### src/rtl/seg_scan.sv
// Four-digit common-anode 7-segment scanner: shadows digit/dp values on load,
// multiplexes them with hex decode, leading-zero blanking and a dead cycle per slot.
module seg_scan #(
   parameter int unsigned DIV = 50000,
   parameter int unsigned CW  = 20
) (
   input  logic       clk,
   input  logic       rst,
   input  logic [3:0] d0,
   input  logic [3:0] d1,
   input  logic [3:0] d2,
   input  logic [3:0] d3,
   input  logic [3:0] dp,
   input  logic       load,
   input  logic       blank_lz,
   output logic [3:0] an,
   output logic [6:0] seg,
   output logic       dpo
);

   localparam logic [CW-1:0] CNT_MAX = CW'(DIV - 1);

   logic [CW-1:0]   cnt;
   logic [1:0]      idx;
   logic [3:0][3:0] sd;
   logic [3:0]      sdp;

   logic [3:0] cur_c;
   logic       lz_c;
   logic [3:0] an_c;
   logic [6:0] seg_c;
   logic       dpo_c;

   // Hex to active-low gfedcba
   function automatic logic [6:0] decode(input logic [3:0] v);
      case (v)
         4'h0: decode = 7'h40;
         4'h1: decode = 7'h79;
         4'h2: decode = 7'h24;
         4'h3: decode = 7'h30;
         4'h4: decode = 7'h19;
         4'h5: decode = 7'h12;
         4'h6: decode = 7'h02;
         4'h7: decode = 7'h78;
         4'h8: decode = 7'h00;
         4'h9: decode = 7'h10;
         4'hA: decode = 7'h08;
         4'hB: decode = 7'h03;
         4'hC: decode = 7'h46;
         4'hD: decode = 7'h21;
         4'hE: decode = 7'h06;
         default: decode = 7'h0E;
      endcase
   endfunction

   // Next output values from the pre-edge scan position and shadow state
   always_comb begin
      cur_c = sd[idx];
      lz_c  = 1'b0;
      an_c  = 4'b1111;
      seg_c = 7'h7F;
      dpo_c = 1'b1;
      case (idx)
         2'd3:    lz_c = (sd[3] == 4'h0);
         2'd2:    lz_c = (sd[3] == 4'h0) && (sd[2] == 4'h0);
         2'd1:    lz_c = (sd[3] == 4'h0) && (sd[2] == 4'h0) && (sd[1] == 4'h0);
         default: lz_c = 1'b0;
      endcase
      if (cnt != '0) begin
         an_c  = ~(4'b0001 << idx);
         seg_c = (blank_lz && lz_c) ? 7'h7F : decode(cur_c);
         dpo_c = ~sdp[idx];
      end
   end

   // Refresh counter, slot index and shadow registers
   always_ff @(posedge clk or negedge rst) begin
      if (!rst) begin
         cnt <= '0;
         idx <= 2'd0;
         sd  <= '0;
         sdp <= 4'h0;
      end else begin
         if (cnt == CNT_MAX) begin
            cnt <= '0;
            idx <= idx + 2'd1;
         end else begin
            cnt <= cnt + CW'(1);
         end
         if (load) begin
            sd  <= {d3, d2, d1, d0};
            sdp <= dp;
         end
      end
   end

   // Registered display drive
   always_ff @(posedge clk or negedge rst) begin
      if (!rst) begin
         an  <= 4'b1111;
         seg <= 7'h7F;
         dpo <= 1'b1;
      end else begin
         an  <= an_c;
         seg <= seg_c;
         dpo <= dpo_c;
      end
   end

endmodule

### config.mk
export PLATFORM = sky130hd
export DESIGN_NAME = seg_scan
export DESIGN_NICKNAME = d
export VERILOG_FILES = /design/src/rtl/seg_scan.sv
export SDC_FILE = /design/constraint.sdc
export NUM_CORES = 1
export LEC_CHECK = 0
export ABC_AREA = 1
export BUFFER_PORTS_ARGS = -buffer_cell sky130_fd_sc_hd__buf_2
export CAP_MARGIN = 15
export CELL_PAD_IN_SITES_DETAIL_PLACEMENT = 0
export CELL_PAD_IN_SITES_GLOBAL_PLACEMENT = 1
export CORE_ASPECT_RATIO = 1.4
export CORE_MARGIN = 2
export CORE_UTILIZATION = 45
export CTS_BUF_LIST = sky130_fd_sc_hd__clkbuf_4 sky130_fd_sc_hd__clkbuf_8
export DETAILED_ROUTE_END_ITERATION = 7
export PLACE_DENSITY_LB_ADDON = 0.1
export SYNTH_ARGS = -nofsm -noshare
export SYNTH_HDL_FRONTEND = slang
export SYNTH_SLANG_ARGS = --single-unit
### constraint.sdc
create_clock -name clk -period 1.69 [get_ports clk]
set_input_delay 0.169 -clock clk [delete_from_list [all_inputs] [get_ports clk]]
set_output_delay 0.169 -clock clk [all_outputs]
set_load 0.05 [all_outputs]
==> results_dict.tcl <==
set metrics [dict create \
    worstHoldStart "dp[1]" \
    die_area_mm2 0.00743 \
    yosysTopAreaCellShare_pct 34.6 \
    critical_path_required_ps 1940 \
    fill_cells 647 \
    min_to "sdp[1]$_DFFE_PN0P_" \
    grt_antenna_before_repair 0 \
    crit_slowest_cell "dfrtp_2" \
    cts_tree "built" \
    cp.arrival_ps 1820 \
    path_class "reg2reg" \
    port_buffers 35 \
    period_minus_slack_ps 1570 \
    r2r-start "idx[0]$_DFFE_PN0N_" \
    finalCritPeriodShare_pct 93.0 \
    synthFlopType "dfrtp_1" \
    rr_endpoint "seg[0]$_DFF_PN1_" \
    drive_gt1_share_pct 25.8 \
    vdd_ir_drop_max_mv 0.415 \
    netlist_instances 381 \
    synth_edf_count 0 \
    start_util_pct 46.2 \
    start_kind "flop" \
    p_per_area_mw_per_mm2 756 \
    synth.most_common_cell "nand2_1" \
    h-tree-depth 2 \
    drt_first_iter_violations 89 \
    layout.cells.non_filler 505 \
    die_w_um 73.4 \
    seq_area_frac_synth_pct 45.0 \
    critPathTopFamily "simple AND/OR/NAND/NOR gates" \
    area_growth_syn_to_layout_pct 15.7 \
    rrSetupSlack_ps 120 \
    synth.avg_cell_area_um2 7.97 \
    crit_path_max_fanout 7 \
    status "finished, final reports clean" \
    maxCapViolCount 0 \
    synth_area_leaders "dfrtp_1, nand2_1, dfstp_2, inv_1, ha_1" \
    setup-tns-final_ps 0 \
    finClkSkew_ps 8.98 \
    netlist_top_cells_count "nand2_1, inv_1, dfrtp_1, nor2_1, nand3_1" \
    syn_area_mm2 0.00304 \
    grt_max_degree 55 \
    path_common_cell "nand2_1" \
    slew_headroom_pct 69.3 \
    tightestPinTransition_ps 458 \
    cts_sinks 54 \
    fmax_mhz 636 \
    reg2regPathDepth 12 \
    row_count 35 \
    grt.overflow.total 0 \
    seq_area_mm2 0.00137 \
    synth_cell_types 30 \
    drc 0 \
    dr.pass1.iters 4 \
    num_vias 2490 \
    drt_wl_total_um 6600 \
    cts_buffers 5 \
    gp_congestion 0.843 \
    die_h_um 101 \
    synthArstFlopShare_pct 100 \
    clk_pin_slew_ps 100 \
    power_mw 2.66 \
    finalNetCount 467 \
    vias_per_cell 4.93 \
    cp_num_buf_inv 3 \
    hold_viol 0 \
    core_area_mm2 0.00657 \
    path_cells "buf_4 > nand2_1 > nand3_1 > nand2_2 > buf_4 > ha_1 > nand3_1 > nand2_1 > nand2_1 > nand2_1 > inv_1 > nand2_1" \
    grt_use_total_pct 19.4 \
    cpPeakStageDelay_ps 460 \
    diodes 0 \
    multiInputGateArea_mm2 0.00145 \
    cts_root_buf "clkbuf_8" \
    setup_viol 0 \
    yosys_warnings 0 \
    yosysTopAreaCell "dfrtp_1" \
    clk_latency_ps 310 \
    drv_slew 0 \
    hold_depth 3 \
    yosys_register_bits 54 \
    cts_buffer_depth 2 \
    wl_per_cell_um 13.1 \
    synth_nets 418 \
    hpwl_um 5210 \
    hold_class "in2reg" \
    grt_pass1_wl_um 11100 \
    leakage_nw 1.81 \
    grt_pass1_vias 2521 \
    dp_cells 495 \
    detail-route-antenna-nets 0 \
    end_kind "flop" \
    ioPinCount 36 \
]
==> worst max-delay path by stage <==
stage,startpoint,endpoint,slack [ps],cells past startpoint
detailed placement,idx[1]$_DFFE_PN0N_,seg[3]$_DFF_PN1_,60,11
finish,idx[0]$_DFFE_PN0N_,seg[0]$_DFF_PN1_,120,12
floorplan,idx[0]$_DFFE_PN0N_,seg[0]$_DFF_PN1_,130,12
global route,idx[0]$_DFFE_PN0N_,seg[0]$_DFF_PN1_,-1,12
CTS,idx[1]$_DFFE_PN0N_,seg[3]$_DFF_PN1_,30,11
global placement,idx[1]$_DFFE_PN0N_,seg[3]$_DFF_PN1_,60,11
==> layout make-up <==
type,instances,area share (%)
inverter,55,5.94
clock buffer,7,2.74
tap,74,2.63
sequential,54,38.9
timing repair buffer,48,8.19
clock inverter,1,0.249
multi-input combinational,266,41.3
==> sequential cells by signal (all words and copies together), names as in the netlist <==
| register | count |
|---|---|
| an | 4 |
| sdp | 4 |
| cnt | 20 |
| sd | 16 |
| dpo | 1 |
| idx | 2 |
| seg | 7 |
==> cell families after synthesis <==
| group | count (synthesis) | synth area share [%] |
|---|---|---|
| muxes | 12 | 4.45 |
| DFF | 54 | 45.0 |
| and+or+nand+nor | 213 | 31.1 |
| xor gates and xnor gates | 9 | 2.59 |
| AOI/OAI and AO/OA | 19 | 3.38 |
| adders and majority gates | 13 | 5.35 |
| buffers and inverters | 61 | 8.11 |
==> cells in the final DEF, fill, tap and decap left out, types with 3 or more instances in the layout <==
cell type  instances
nand2_2            8
nor3_1            10
clkbuf_8           7
buf_2             35
nand2_1          106
a21oi_1            5
nand3_2            3
nand4_1            6
inv_1             47
o21ai_0           12
xor2_1             8
nor2_1            41
dfstp_2           12
inv_2              7
nand3_1           29
ha_1              11
buf_4             11
dfrtp_1           40
mux2_2            12
==> per-stage QoR <==
stage	util, %	area (um^2)	hold WS [ps]	setup WS, ps
2_1_floorplan	-	3040	-127	125
3_3_place_gp	51.2	3360	188	60.6
3_5_place_dp	51.2	3360	187	57.8
4_1_cts	52.9	3480	57.6	25.1
5_1_grt	53.5	3520	67.1	-1.14
6_report	53.5	3520	66.4	118
==> metal layers <==
metal,share of wire (%),global-route usage [%],routed length (um)
met3,2.4,2.49,156
met2,55,36.7,3630
met4,3.7,9.65,242
met1,39,20.5,2570
met5,0,0,0
==> where the power goes <==
| part | switching, mW | internal [mW] | total [mW] |
|---|---|---|---|
| combinational | 0.284 | 0.140 | 0.424 |
| clock | 0.427 | 0.377 | 0.804 |
| sequential | 0.0404 | 1.39 | 1.43 |
| total | 0.752 | 1.90 | 2.66 |
==> timing repair <==
action                                  CTS  global route
buffers inserted                          0             1
endpoints found under the setup margin    0             8
resized for setup                         0            13
hold endpoints to repair                 42             0
hold buffers                              1             0
==> worst register-to-register path, cell delays in order, from the launching register on <==
cell and delay, ps:
dfrtp_2 460, buf_4 170, nand2_1 60, nand3_1 100, nand2_2 100, buf_4 130, ha_1 140, nand3_1 100
nand2_1 90, nand2_1 50, nand2_1 50, inv_1 30, nand2_1 40
No activity file was read; power rests on OpenSTA's default activity.
